### src/rtl/kamacore_seq.sv
// kamacore_seq: multi-cycle fetch/decode/execute/writeback sequencer for the OP and OP-IMM classes.
// Any other encoding parks the core in HALT with the sticky illegal flag set.
module kamacore_seq #(
  parameter int CPU_WIDTH = 32,
  parameter logic [CPU_WIDTH-1:0] RESET_PC = '0
) (
  input  logic                 clk,
  input  logic                 rst,
  input  logic                 run,
  output logic                 imem_req,
  output logic [CPU_WIDTH-1:0] imem_addr,
  input  logic                 imem_ready,
  input  logic [31:0]          imem_rdata,
  output logic [31:0]          instr,
  output logic [4:0]           rs1_addr,
  output logic [4:0]           rs2_addr,
  input  logic [CPU_WIDTH-1:0] rs1_data,
  input  logic [CPU_WIDTH-1:0] rs2_data,
  output logic [CPU_WIDTH-1:0] src1,
  output logic [CPU_WIDTH-1:0] src2,
  input  logic [CPU_WIDTH-1:0] alu_result,
  output logic                 rd_we,
  output logic [4:0]           rd_addr,
  output logic [CPU_WIDTH-1:0] rd_wdata,
  output logic [CPU_WIDTH-1:0] pc,
  output logic                 retired,
  output logic [CPU_WIDTH-1:0] instret,
  output logic                 halted,
  output logic                 illegal
);
  localparam int W = CPU_WIDTH;
  typedef enum logic [2:0] {FETCH, DECODE, EXECUTE, WRITEBACK, HALT} state_t;
  state_t state_q, state_d;
  logic [W-1:0] pc_q, pc_d, src1_q, src1_d, src2_q, src2_d, res_q, res_d, instret_q, instret_d;
  logic [31:0] instr_q, instr_d;
  logic req_hold_q, req_hold_d, illegal_q, illegal_d, fire, legal;
  logic [6:0] opcode, funct7;
  logic [2:0] funct3;
  assign opcode = instr_q[6:0];
  assign funct3 = instr_q[14:12];
  assign funct7 = instr_q[31:25];
  // Shift-immediate forms encode funct7 in the immediate, so only those funct3 values constrain it
  assign legal = opcode == 7'b0010011
    ? (funct3 == 3'b001 ? funct7 == 7'b0000000
      : funct3 == 3'b101 ? (funct7 == 7'b0000000 || funct7 == 7'b0100000) : 1'b1)
    : opcode == 7'b0110011
    ? (funct7 == 7'b0000000 || (funct7 == 7'b0100000 && (funct3 == 3'b000 || funct3 == 3'b101)))
    : 1'b0;
  // A raised request is held until accepted, even if run drops
  assign imem_req = !rst && state_q == FETCH && (run || req_hold_q);
  assign fire = imem_req && imem_ready;
  assign imem_addr = pc_q;
  assign instr = instr_q;
  assign rs1_addr = instr_q[19:15];
  assign rs2_addr = instr_q[24:20];
  assign rd_addr = instr_q[11:7];
  assign src1 = src1_q;
  assign src2 = src2_q;
  assign rd_wdata = res_q;
  assign pc = pc_q;
  assign instret = instret_q;
  assign retired = state_q == WRITEBACK;
  assign rd_we = state_q == WRITEBACK && instr_q[11:7] != 5'd0;
  assign halted = state_q == HALT;
  assign illegal = illegal_q;
  always_comb begin
    state_d = state_q;
    pc_d = pc_q;
    instr_d = instr_q;
    src1_d = src1_q;
    src2_d = src2_q;
    res_d = res_q;
    instret_d = instret_q;
    illegal_d = illegal_q;
    req_hold_d = imem_req && !imem_ready;
    case (state_q)
      FETCH: begin
        instr_d = fire ? imem_rdata : instr_q;
        state_d = fire ? DECODE : FETCH;
      end
      DECODE: begin
        src1_d = rs1_data;
        src2_d = rs2_data;
        illegal_d = illegal_q || !legal;
        state_d = legal ? EXECUTE : HALT;
      end
      EXECUTE: begin
        res_d = alu_result;
        state_d = WRITEBACK;
      end
      WRITEBACK: begin
        pc_d = pc_q + W'(4);
        instret_d = instret_q + W'(1);
        state_d = FETCH;
      end
      default: state_d = state_q;
    endcase
  end
  always_ff @(posedge clk or posedge rst) begin
    if (rst) begin
      state_q <= FETCH;
      pc_q <= RESET_PC;
      instr_q <= 32'h0000_0013;
      src1_q <= '0;
      src2_q <= '0;
      res_q <= '0;
      instret_q <= '0;
      req_hold_q <= 1'b0;
      illegal_q <= 1'b0;
    end else begin
      state_q <= state_d;
      pc_q <= pc_d;
      instr_q <= instr_d;
      src1_q <= src1_d;
      src2_q <= src2_d;
      res_q <= res_d;
      instret_q <= instret_d;
      req_hold_q <= req_hold_d;
      illegal_q <= illegal_d;
    end
  end
endmodule

### config.mk
export PLATFORM = sky130hd
export DESIGN_NAME = kamacore_seq
export DESIGN_NICKNAME = d
export VERILOG_FILES = /design/src/rtl/kamacore_seq.sv
export SDC_FILE = /design/constraint.sdc
export NUM_CORES = 1
export LEC_CHECK = 0
export ABC_AREA = 1
export ABC_CLOCK_PERIOD_IN_PS = 16100
export CORE_AREA = 2 2 145 147
export CTS_BUF_LIST = sky130_fd_sc_hd__clkbuf_8
export CTS_CLUSTER_SIZE = 10
export DETAILED_ROUTE_END_ITERATION = 10
export DIE_AREA = 0 0 147 149
export PLACE_DENSITY = 0.93
export SLEW_MARGIN = 30
export SYNTH_ARGS = -nofsm -noshare
export SYNTH_HDL_FRONTEND = slang
export SYNTH_SLANG_ARGS = --single-unit
### constraint.sdc
create_clock -name clk -period 16.1 [get_ports clk]
set_input_delay 3.22 -clock clk [delete_from_list [all_inputs] [get_ports clk]]
set_output_delay 3.22 -clock clk [all_outputs]
set_load 0.02 [all_outputs]
==> summary.md <==
| Metric | Value |
|---|---|
| Outcome | finished, final reports clean |
| Setup crit end kind | output port |
| Port buffer count | 371 |
| Commonest cells after routing, fill and taps aside | nand2_1 (427), clkdlybuf4s50_1 (370), dfrtp_1 (192), nor2_1 (78), inv_1 (68) |
| Number of detailed-route iterations in the first pass | 5 |
| Synthesized instance count | 1046 |
| Cell area power density | 72.09 nW/um2 |
| Wire length per cell | 15.37 um |
| Die ar. | 21900 um2 |
| Setup Viol. Count Final | 0 |
| Leak pwr | 0.005918 uW |
| Minimum clock period | 8.670 ns |
| Final period utilization | 0.5385 |
| Die H | 149 um |
| Critical path class | in -> out |
| CP max FO | 29 |
| CTS buffer count | 17 |
| Cell area after synthesis | 9076 um2 |
| Clock Pin Slew Worst Setup and Hold Paths | 0.10 ns |
| Worst EP arrival | 5.45 ns |
| Via/cell ratio | 4.875 |
| FMAX | 0.1153 GHz |
| Met3 Use GR | 0.06728 |
| Worst skew pair latency | 0.46 ns |
| Setup TNS | 0 ns |
| Post-DP HPWL | 18930 um |
| Slew @ Worst Pin | 0.8740 ns |
| Maximum vdd drop | 0.05065 mV |
| Post-CTS Resized | 0 |
| Htree depth | 4 |
| Synth warn | 0 |
| Ports | 376 |
| Vias | 8044 |
| Root buffer cell | clkbuf_8 |
| Proportion of layout cells with a drive suffix above 1 | 0.07127 |
| Register bit total from synthesis | 195 |
| Setup Fix Bufs, Post-CTS | 0 |
| CTS Sinks | 195 |
| Mean post-synth cell area | 8.677 um2 |
| Final hold viol count | 0 |
| Final WL | 25370 um |
| CTS Buffer Depth | 2 |
| Tot GR Track Use | 0.2293 |
| Area Growth Syn to Fin | 43.49% |
| Max Cap Viol | 0 |
| Initial core utilization | 0.4415 |
| DIE WIDTH | 147 um |
| Vias in the first global route | 8059 |
| Clk_skew | 0.01511 ns |
| CTS tree | built |
| Core area | 20560 um2 |
| Row cnt | 53 |
| First-iteration detailed-routing DRC count | 373 |
| Largest net degree at the start of global routing | 120 |
| Worst hold path type | reg -> reg |
| Global route overflow | 0 |
| RSZ-0062 raised after global routing | false |
| Antenna diodes | 0 |
| Commonest non-fill, non-tap cell in the layout | nand2_1 |
| Count of cell types in the netlist | 32 |
| Max-slew violations | 0 |
| Final core utilization | 0.6335 |
| Final Net Count | 1496 |
| Gpl congestion | 0.8398 |
| Met1 GRT Util | 0.2679 |
| Layer with the highest usage | met2 |
| Worst Setup Start Kind | input port |
| Post-synthesis sequential area ratio | 0.5380 |
| Hold-fix buffer count after cts | 0 |
| First-pass GRT wire length | 40430 um |
| ANT nets after route | 0 |
| Initial antenna violation count | 0 |
| Worst relative slew slack | 0.4167 |
| Worst Path Required | 12.88 ns |
| Residual DRC | 0 |
| Grt met2 use | 0.4054 |
==> registers in the layout, indices dropped and copies added, names as in the netlist <==
| register | count |
|---|---|
| instr | 32 |
| instret | 32 |
| rd_wdata | 32 |
| src1 | 32 |
| src2 | 32 |
| imem_addr | 30 |
| state_q | 3 |
| illegal | 1 |
| req_hold_q | 1 |
==> routing by layer <==
metal	share of wire	wire, um
met1	0.39	9785
met2	0.52	13090
met3	0.073	1851
met4	0.025	635
met5	0	0
==> cells in the mapped netlist, drive strengths merged <==
cell / n / area, um2
nand2: 432 / 1632
dfrtp: 192 / 4805
nor2: 91 / 417.9
buf: 77 / 554.3
inv: 73 / 274.0
nand3: 64 / 362.9
mux2: 32 / 360.4
xor2: 21 / 183.9
nand4: 19 / 118.9
xnor2: 14 / 122.6
nor3: 8 / 40.04
a21oi: 6 / 30.03
dfstp: 3 / 78.83
and2: 2 / 12.51
clkbuf: 2 / 7.510
ha: 2 / 25.02
o211ai: 2 / 15.01
o21ai: 2 / 10.01
conb: 1 / 3.750
nand3b: 1 / 7.510
o41ai: 1 / 8.760
or2: 1 / 6.260
==> power breakdown <==
part | total (uW) | leakage, uW | switching [uW] | internal [uW]
logic | 98.2 | 0.00325 | 44.3 | 53.9
clock network | 332 | 0.000207 | 197 | 135
registers | 509 | 0.00246 | 7.21 | 502
total | 939 | 0.00592 | 248 | 691
==> critical path, cell delays in order <==
cell	delay, ns
clkdlybuf4s50_1	0.51
nor3_1	0.23
nand2_1	0.09
inv_1	0.64
clkdlybuf4s50_1	0.76
==> cells by family (layout without fill, tap and decap cells) <==
logic type,count (synthesis),after routing,share of synthesized area
adder cells (fa/ha/maj),2,2,0.002757
AND/OR/NAND/NOR,618,618,0.2862
AO/OA/AOI/OAI,11,11,0.007030
flip-flops,195,195,0.5380
XOR/XNOR,35,35,0.03378
other,1,4,0.0004132
buffers and inverters,152,478,0.09209
multiplexers,32,32,0.03970
==> final cells by class <==
cell class                 count  area [um2]
clock buffer                  18       247.7
clock inverter                14       166.4
fill                        1617        7533
inverter                      73       284.0
multi-input combinational    702        3371
sequential                   195        4883
tap                          275       344.1
timing repair buffer         373        3727
==> final timing paths <==
path	from	endpoint	slack [ns]	cells past startpoint
max in group asynchronous	rst	src1[30]	11.59	3
min in group asynchronous	rst	req_hold_q	3.29	2
min reg2reg	src1[0]	src1[0]	0.48	2
max	rst	imem_req	7.43	5
min	src1[0]	src1[0]	0.48	2
max reg2reg	state_q[2]	instr[13]	13.51	6
==> metrics by stage <==
stage,total power [uW],setup slack [ns],hold slack [ns],std cells,area [um2]
2_1_floorplan,551.9,7.573,0.5010,1049,9087
6_report,938.9,7.430,0.4815,1650,13020
5_1_grt,972.3,7.301,0.5031,1650,13020
3_3_place_gp,614.1,7.467,0.4531,1618,12610
3_5_place_dp,617.0,7.446,0.4572,1618,12610
4_1_cts,948.2,7.447,0.4827,1650,13030
Power figures use the tool's default switching activity.
